==> src/rtl/xip_arb_pkg.sv <==
// Shared definitions for the XIP read-port arbiter: controller state codes
// and the transfer size codes understood by the flash engine and the I-cache.
package xip_arb_pkg;

    typedef logic [1:0] state_t;

    localparam state_t ST_IDLE = 2'd0;
    localparam state_t ST_BUSY = 2'd1;
    localparam state_t ST_GAP  = 2'd2;
    localparam state_t ST_RESP = 2'd3;

    typedef logic [1:0] xip_size_t;

    localparam xip_size_t SZ_BYTE = 2'd0;
    localparam xip_size_t SZ_HALF = 2'd1;
    localparam xip_size_t SZ_WORD = 2'd2;
    localparam xip_size_t SZ_LINE = 2'd3;

endpackage

==> src/rtl/xip_rr2.sv <==
// Two-way request picker. With both requesting, round-robin mode favours the
// requester that was not granted last; fixed mode always favours requester 0.
module xip_rr2
    import xip_arb_pkg::*;
(
    input  logic [1:0] req,
    input  logic       last,
    input  logic       rr_mode,
    output logic [1:0] gnt
);

    always_comb begin
        gnt = req;
        if (req == 2'b11) begin
            gnt = (rr_mode && !last) ? 2'b10 : 2'b01;
        end
    end

endmodule

==> src/rtl/xip_arb.sv <==
// Arbiter/sequencer between the I-cache refill port (r0), the data-load port
// (r1) and the single read port of the serial-flash XIP engine.
//
// state   | meaning
// --------+--------------------------------------------------------------
// IDLE    | no transfer, m_valid low, grant on any request
// BUSY    | m_valid high, addr/size frozen, watchdog running
// RESP    | first m_valid-low cycle, response registered toward requester
// GAP     | remaining chip-select idle cycles, grant when the gap expires
module xip_arb
    import xip_arb_pkg::*;
#(
    parameter int GAP     = 2,
    parameter int TIMEOUT = 1023,
    parameter bit RR      = 1'b1
) (
    input  logic        clk,
    input  logic        rst,

    input  logic        r0_valid,
    input  logic [31:0] r0_addr,
    input  logic [1:0]  r0_size,
    output logic        r0_ready,
    output logic        r0_err,
    output logic [31:0] r0_rdata,

    input  logic        r1_valid,
    input  logic [31:0] r1_addr,
    input  logic [1:0]  r1_size,
    output logic        r1_ready,
    output logic        r1_err,
    output logic [31:0] r1_rdata,

    output logic        m_valid,
    output logic [31:0] m_addr,
    output logic [1:0]  m_size,
    output logic        m_write,
    output logic [31:0] m_wdata,
    input  logic        m_ready,
    input  logic [31:0] m_rdata
);

    localparam int WD_W  = $clog2(TIMEOUT + 1);
    localparam int GAP_W = $clog2(GAP + 1);

    // Both timers count down; the load values make the terminal count land on
    // the TIMEOUT-th BUSY cycle and on the GAP-th m_valid-low cycle.
    localparam logic [WD_W-1:0]  WD_LOAD  = WD_W'(TIMEOUT - 1);
    localparam logic [GAP_W-1:0] GAP_LOAD = GAP_W'(GAP - 1);

    state_t            state;
    state_t            state_nxt;
    logic [1:0]        req;
    logic [1:0]        gnt;
    logic              any_req;
    logic              last_gnt;
    logic              gnt_idx;
    logic [WD_W-1:0]   wd_cnt;
    logic [GAP_W-1:0]  gap_cnt;
    logic              gap_end;
    logic              wd_end;
    logic [31:0]       cap_data;
    logic              cap_err;
    logic              do_grant;
    logic              do_done;
    logic              do_expire;
    logic              do_resp;

    assign req     = {r1_valid, r0_valid};
    assign any_req = |req;
    assign gap_end = (gap_cnt == '0);
    assign wd_end  = (wd_cnt == '0);

    assign m_write = 1'b0;
    assign m_wdata = 32'h0;

    xip_rr2 u_rr2 (
        .req     (req),
        .last    (last_gnt),
        .rr_mode (RR),
        .gnt     (gnt)
    );

    always_ff @(posedge clk or posedge rst) begin
        if (rst) begin
            state <= ST_IDLE;
        end else begin
            state <= state_nxt;
        end
    end

    always_comb begin
        state_nxt = state;
        case (state)
            ST_IDLE: begin
                if (any_req) state_nxt = ST_BUSY;
            end
            ST_BUSY: begin
                if (m_ready || wd_end) state_nxt = ST_RESP;
            end
            ST_RESP: begin
                if (!gap_end)     state_nxt = ST_GAP;
                else if (any_req) state_nxt = ST_BUSY;
                else              state_nxt = ST_IDLE;
            end
            ST_GAP: begin
                if (gap_end) state_nxt = any_req ? ST_BUSY : ST_IDLE;
            end
            default: state_nxt = ST_IDLE;
        endcase
    end

    // m_valid decodes straight from the state register, so an asynchronous
    // reset drops it in the same cycle.
    always_comb begin
        m_valid   = (state == ST_BUSY);
        do_grant  = any_req && ((state == ST_IDLE) ||
                                (((state == ST_RESP) || (state == ST_GAP)) && gap_end));
        do_done   = (state == ST_BUSY) && m_ready;
        do_expire = (state == ST_BUSY) && !m_ready && wd_end;
        do_resp   = (state == ST_RESP);
    end

    always_ff @(posedge clk or posedge rst) begin
        if (rst) begin
            m_addr   <= 32'h0;
            m_size   <= 2'b00;
            gnt_idx  <= 1'b0;
            last_gnt <= 1'b1;
        end else if (do_grant) begin
            m_addr   <= (r0_addr & {32{gnt[0]}}) | (r1_addr & {32{gnt[1]}});
            m_size   <= (r0_size & {2{gnt[0]}})  | (r1_size & {2{gnt[1]}});
            gnt_idx  <= gnt[1];
            last_gnt <= gnt[1];
        end
    end

    always_ff @(posedge clk or posedge rst) begin
        if (rst) begin
            wd_cnt <= '0;
        end else if (do_grant) begin
            wd_cnt <= WD_LOAD;
        end else if ((state == ST_BUSY) && !wd_end) begin
            wd_cnt <= wd_cnt - 1'b1;
        end
    end

    always_ff @(posedge clk or posedge rst) begin
        if (rst) begin
            cap_data <= 32'h0;
            cap_err  <= 1'b0;
            gap_cnt  <= '0;
        end else if (do_done) begin
            cap_data <= m_rdata;
            cap_err  <= 1'b0;
            gap_cnt  <= GAP_LOAD;
        end else if (do_expire) begin
            cap_data <= 32'h0;
            cap_err  <= 1'b1;
            gap_cnt  <= GAP_LOAD;
        end else if (((state == ST_RESP) || (state == ST_GAP)) && !gap_end) begin
            gap_cnt  <= gap_cnt - 1'b1;
        end
    end

    // Responses are registered out of RESP, so the requester sees ready two
    // cycles after the engine's ready; rdata/err hold until that port's next response.
    always_ff @(posedge clk or posedge rst) begin
        if (rst) begin
            r0_ready <= 1'b0;
            r0_err   <= 1'b0;
            r0_rdata <= 32'h0;
            r1_ready <= 1'b0;
            r1_err   <= 1'b0;
            r1_rdata <= 32'h0;
        end else begin
            r0_ready <= do_resp && !gnt_idx;
            r1_ready <= do_resp && gnt_idx;
            if (do_resp && !gnt_idx) begin
                r0_rdata <= cap_data;
                r0_err   <= cap_err;
            end
            if (do_resp && gnt_idx) begin
                r1_rdata <= cap_data;
                r1_err   <= cap_err;
            end
        end
    end

endmodule

==> config.mk <==
export PLATFORM = sky130hd
export DESIGN_NAME = xip_arb
export DESIGN_NICKNAME = d
export VERILOG_FILES = /design/src/rtl/xip_arb_pkg.sv /design/src/rtl/xip_rr2.sv /design/src/rtl/xip_arb.sv
export SDC_FILE = /design/constraint.sdc
export NUM_CORES = 1
export LEC_CHECK = 0
export CELL_PAD_IN_SITES_DETAIL_PLACEMENT = 1
export CELL_PAD_IN_SITES_GLOBAL_PLACEMENT = 1
export CORE_MARGIN = 5
export CORE_UTILIZATION = 30
export DETAILED_ROUTE_END_ITERATION = 7
export PLACE_DENSITY = 0.77
export SKIP_LAST_GASP = 1
export SYNTH_ARGS = -nofsm -noshare
export SYNTH_HDL_FRONTEND = slang
export SYNTH_SLANG_ARGS = --single-unit
==> constraint.sdc <==
create_clock -name clk -period 4.8 [get_ports clk]
set_clock_uncertainty 0.15 [all_clocks]
set_input_delay 0.96 -clock clk [delete_from_list [all_inputs] [get_ports clk]]
set_output_delay 0.96 -clock clk [all_outputs]
set_load 0.01 [all_outputs]
# Word level (Yosys, flattened, before mapping)
# Index checks and enable logic that the tools add are counted.
dict set report totals {
  word_cells 71
  output_inout_bits 136
  in_bits 105
  regBits 151
}
dict set report op_classes {
  bitwise_logic 6
  addsub 2
  mux 17
  reduce_logical 24
  n_eq_ne 7
}
# operator n
set ops {}
lappend ops {{$and 32x32->32} 2}
lappend ops {{$mux 32} 2}
lappend ops {{$or 32x32->32} 1}
lappend ops {{$mux 10} 2}
lappend ops {{$mux 2} 9}
lappend ops {{$logic_not 10->1} 1}
lappend ops {{$sub 10x1->10 const B} 1}
lappend ops {{$logic_and 1x1->1} 9}
lappend ops {{$pmux 2 s4} 1}
lappend ops {{$eq 2x2->1 const B} 3}
lappend ops {{$and 2x2->2} 2}
lappend ops {{$logic_not 1->1} 4}
lappend ops {{$logic_not 2->1} 2}
lappend ops {{$ne 2x2->1 const B} 2}
lappend ops {{$reduce_bool 2->1} 2}
lappend ops {{$logic_or 1x1->1} 3}
lappend ops {{$mux 1} 3}
lappend ops {{$reduce_and 3->1} 1}
lappend ops {{$reduce_bool 3->1} 1}
lappend ops {{$eq 2x1->1 const B} 1}
lappend ops {{$ne 2x1->1 const B} 1}
lappend ops {{$or 2x2->2} 1}
lappend ops {{$reduce_or 2->1} 1}
lappend ops {{$sub 2x1->2 const B} 1}

# Depth between registers and ports, before layout
dict set report logic_depth {
  depth_word 6
  mapped_depth 8
  mapped_depth_nobuf 6
}

# Modules after synthesis
# From an unflattened synthesis, not the netlist that was laid out.
dict set report hier_totals {
  hier_cells 564
  area_unflattened_um2 6488.7
}
# mod area_each_um2 cells_per_inst n_inst seq_area_each_um2
set by_module_without_submodules {}
lappend by_module_without_submodules {xip_arb 6458.7 560 1 3779.9}
lappend by_module_without_submodules {xip_rr2 30.0 4 1 0.0}

# Worst setup path before layout
# OpenSTA, ideal clock, no wires.
dict set report synth_path {
  path_kind {input-to-reg}
  start {input port r1_valid}
  end {register m_addr[31]}
  setup_time_ps 136
  arrival_time_ps 2049
  setup_slack_ps 2465
  required_time_ps 4514
  path_stages 6
  n_path_buf 2
  path_cell_list {inv_1 > o21ai_0 > buf_2 > clkbuf_1 > mux2i_1 > o21ai_0}
}
dict set report synth_via {
  elab_chain_cells 4
  word_cells_on_any_way 7
  classes_between {1 x eq/ne; 1 x mux; 3 x bitwise; 2 x reduce/logical}
}
# item line
set synth_rtl {}
lappend synth_rtl {{start, declared} xip_arb.sv:27} ;# input logic r1_valid,
lappend synth_rtl {{$eq 2x2->1} xip_rr2.sv:14} ;# if (req == 2'b11) begin
lappend synth_rtl {{$mux 2} xip_rr2.sv:14}
lappend synth_rtl {{$and 32x32->32} xip_arb.sv:131} ;# m_addr <= (r0_addr & {32{gnt[0]}}) | (r1_addr & {32{gnt[1]}});
lappend synth_rtl {{$or 32x32->32} xip_arb.sv:131}
lappend synth_rtl {{end signal, assigned} xip_arb.sv:131}
lappend synth_rtl {{end, declared} xip_arb.sv:35} ;# output logic [31:0] m_addr,
# Several ways; a longest one is shown, not always the timed one.
# A chain may end at the register's enable or synchronous reset.

# Final worst setup path
dict set report layout_path {
  start {input port r1_valid}
  end {register m_addr[3]}
}
# Same word-level chain as after synthesis.

==> reports/metrics.csv <==
metric,value,unit
cts_buffers,17,
row_count,53,
swShare,34.9,%
cts_root_buf,clkbuf_16,
r2r_setup_slack,2.25,ns
slew_headroom,23.6,%
worstPathArrival,3.36,ns
grt.overflow.total,0,
drive_gt1_share,9.83,%
synth_cell_types,41,
dp_hpwl,13.1,mm
crit_type,in2reg,
holdPathStages,2,
grt_max_degree,152,
met2_usage,24.7,%
clk_latency,0.42,ns
post-route-period-util,68.1,%
die_w,157,um
grt-busiest-layer,met2,
n_antenna_cell,0,
core-area,21200,um2
multi_input_area,2440,um2
p_int,0.00367,W
r2r-end,m_addr[3],
synth_top_area_cell,dfrtp_1,
finish.utilization,44.0,%
p_leak,4.31,nW
start_kind,input port,
ys_ff_latch,151,
grt_first_pass_wirelength,29.0,mm
finalHoldViolations,0,
drt_first_pass_iters,4,
avgSynthCellArea,10.9,um2
fin_crit,3.27,ns
worstPathMaxFanout,25,
pwr-share-comb,39.1,%
grt_antenna_before_repair,0,
avgViaCountPerCell,4.60,
num_vias,4961,
area_growth,43.7,%
wl,18.7,mm
power_switching,0.00197,W
crit-reg2reg-launch,gap_cnt[0],
cap_violations,0,
clkPwrFrac,23.1,%
netlist_instances,592,
cts_tree,built,
ios,241,
status,finished clean,
ys_seq_area_share,58.3,%
port_buffers,207,
holdBufCountCts,0,
cts_sinks,151,
use_met1,18.6,%
vdd_ir_drop_max,0.250,mV
postCtsSetupRepairBufs,0,
setup_viol,0,
mappedNetlistArea,6480,um2
end_kind,flip-flop,
drc_errors,0,
synth_top_area_share,57.9,%
wire_per_inst,17.3,um
start_util,30.6,%
clk_path_buf_depth,2,
max_slew.worst_pin.slew,1.15,ns
ant_nets,0,
slew_violations,0,
die_y,157,um
hp-class,reg2reg,
grt_usage,15.2,%
whs,0.322,ns
grt_pass1_vias,5322,
ctsHtreeMaxLevel,4,
reg2reg_depth,5,
fillCellCount,2321,
cts.repair.resized,0,
gp_congestion,0.751,
first_iter_violations,188,
use_met3,6.63,%
yosys-top-cells-area,"dfrtp_1, nand2_1, mux2_2, mux2i_1, a22o_1",
fmax,306,MHz
fin_nets,898,
pwr-share-seq,37.8,%
die_area,24600,um2
rsz0062_at_grt,no,
worstPathRequired,4.89,ns
worstHoldStart,r0_rdata[13],
seq_area,3780,um2
tns,0,ns
clk_pin_slew,0.07,ns
power_density,606,nW/um2
yosysWarnings,0,
hold-path-endpoint,r0_rdata[13],
-- power groups by stage --
stage	registers [W]	clock network [W]	logic, W
2_1_floorplan	0.00225	0	0.000958
3_3_place_gp	0.00213	0	0.00219
3_5_place_dp	0.00216	0	0.00224
4_1_cts	0.00214	0.00134	0.00226
5_1_grt	0.00221	0.00141	0.00242
6_report	0.00213	0.00131	0.00220
-- final cells by class --
| cell class | count | area share, % |
|---|---|---|
| Inverter | 10 | 0.443 |
| Clock inverter | 14 | 1.53 |
| Sequential cell | 151 | 40.6 |
| Tap cell | 275 | 3.70 |
| Clock buffer | 18 | 4.61 |
| Multi-Input combinational cell | 397 | 26.2 |
| Timing Repair Buffer | 214 | 23.0 |
-- worst max-delay path by stage --
stage,slack (ns),end,from
after CTS,1.46,m_addr[3],r1_valid
after global placement,1.12,m_addr[3],r1_valid
after detailed placement,1.01,m_addr[3],r1_valid
after global routing,1.33,m_addr[3],r1_valid
after floorplan,1.79,cap_data[0],rst
final,1.53,m_addr[3],r1_valid
-- routing by layer --
metal / vias to the layer above / share of wire, %
li1: 2325 / -
met4: 0 / 0.94
met5: - / 0
met1: 2436 / 42
met2: 184 / 47
met3: 16 / 10
-- per-stage QoR --
| step | power [W] | cells | cell area, um2 | worst slack [ns] |
|---|---|---|---|---|
| floorplan | 0.00321 | 624 | 6600 | 1.79 |
| global placement | 0.00431 | 1047 | 8740 | 1.12 |
| detailed placement | 0.00440 | 1047 | 8740 | 1.01 |
| CTS | 0.00574 | 1079 | 9310 | 1.46 |
| global route | 0.00604 | 1079 | 9310 | 1.33 |
| finish | 0.00564 | 1079 | 9310 | 1.53 |
-- cell usage after synthesis, drive strengths merged --
cell,instances
o31ai,3
nand2,139
conb,1
o211a,1
nor2,6
nand3b,2
buf,36
nor4,2
mux2i,36
o22ai,1
a22o,32
and2,35
nand3,2
and3,1
dfstp,1
a211oi,2
clkbuf,30
a21oi,3
a31oi,1
inv,9
nor2b,2
or4,1
nor3,5
ha,2
nand2b,1
or4b,1
xnor2,2
mux2,33
clkinv,1
or2,2
or3,3
o21ai,39
and4,1
dfrtp,150
a2111o,1
or3b,2
a21o,2
o211ai,1
-- cell families (layout without fill, tap and decap cells) --
family | count (synthesis) | after routing | synth area share [%]
buffers and inverters | 76 | 256 | 6.35
muxes | 69 | 69 | 11.3
adders and majority gates | 2 | 2 | 0.386
xor gates and xnor gates | 2 | 2 | 0.270
and+or+nand+nor | 205 | 205 | 14.3
AOI/OAI and AO/OA | 86 | 86 | 9.02
DFF | 151 | 151 | 58.3
other | 1 | 33 | 0.0579
-- cell usage in the layout (no fill, tap or decap), types with 4 or more instances in the layout --
| cell type | Yosys | routed |
|---|---|---|
| and2_1 | 35 | 35 |
| nor3_1 | 5 | 5 |
| inv_1 | 9 | 8 |
| nand2_1 | 139 | 139 |
| nor2_1 | 6 | 6 |
| inv_6 | 0 | 4 |
| a22o_1 | 32 | 32 |
| mux2_2 | 33 | 33 |
| buf_4 | 33 | 6 |
| dfrtp_1 | 150 | 150 |
| conb_1 | 1 | 33 |
| clkdlybuf4s50_1 | 0 | 207 |
| clkbuf_16 | 0 | 17 |
| o21ai_0 | 37 | 36 |
| mux2i_1 | 36 | 36 |
| clkinvlp_4 | 0 | 5 |
-- state kept, by name (all words and copies together) (netlist names) --
register and flops:
gap_cnt 2, wd_cnt 10, cap_data 32, r0_err 1
last_gnt 1, r0_ready 1, r0_rdata 32, m_size 2
state 2, r1_rdata 32, cap_err 1, r1_ready 1
m_addr 32, r1_err 1, gnt_idx 1
-- critical path, cell delays in order --
cell	delay (ns)
clkdlybuf4s50_1	0.81
inv_1	0.15
o21ai_4	0.77
buf_4	0.36
mux2i_1	0.20
o21ai_0	0.10
No activity file was read; power rests on OpenSTA's default activity.
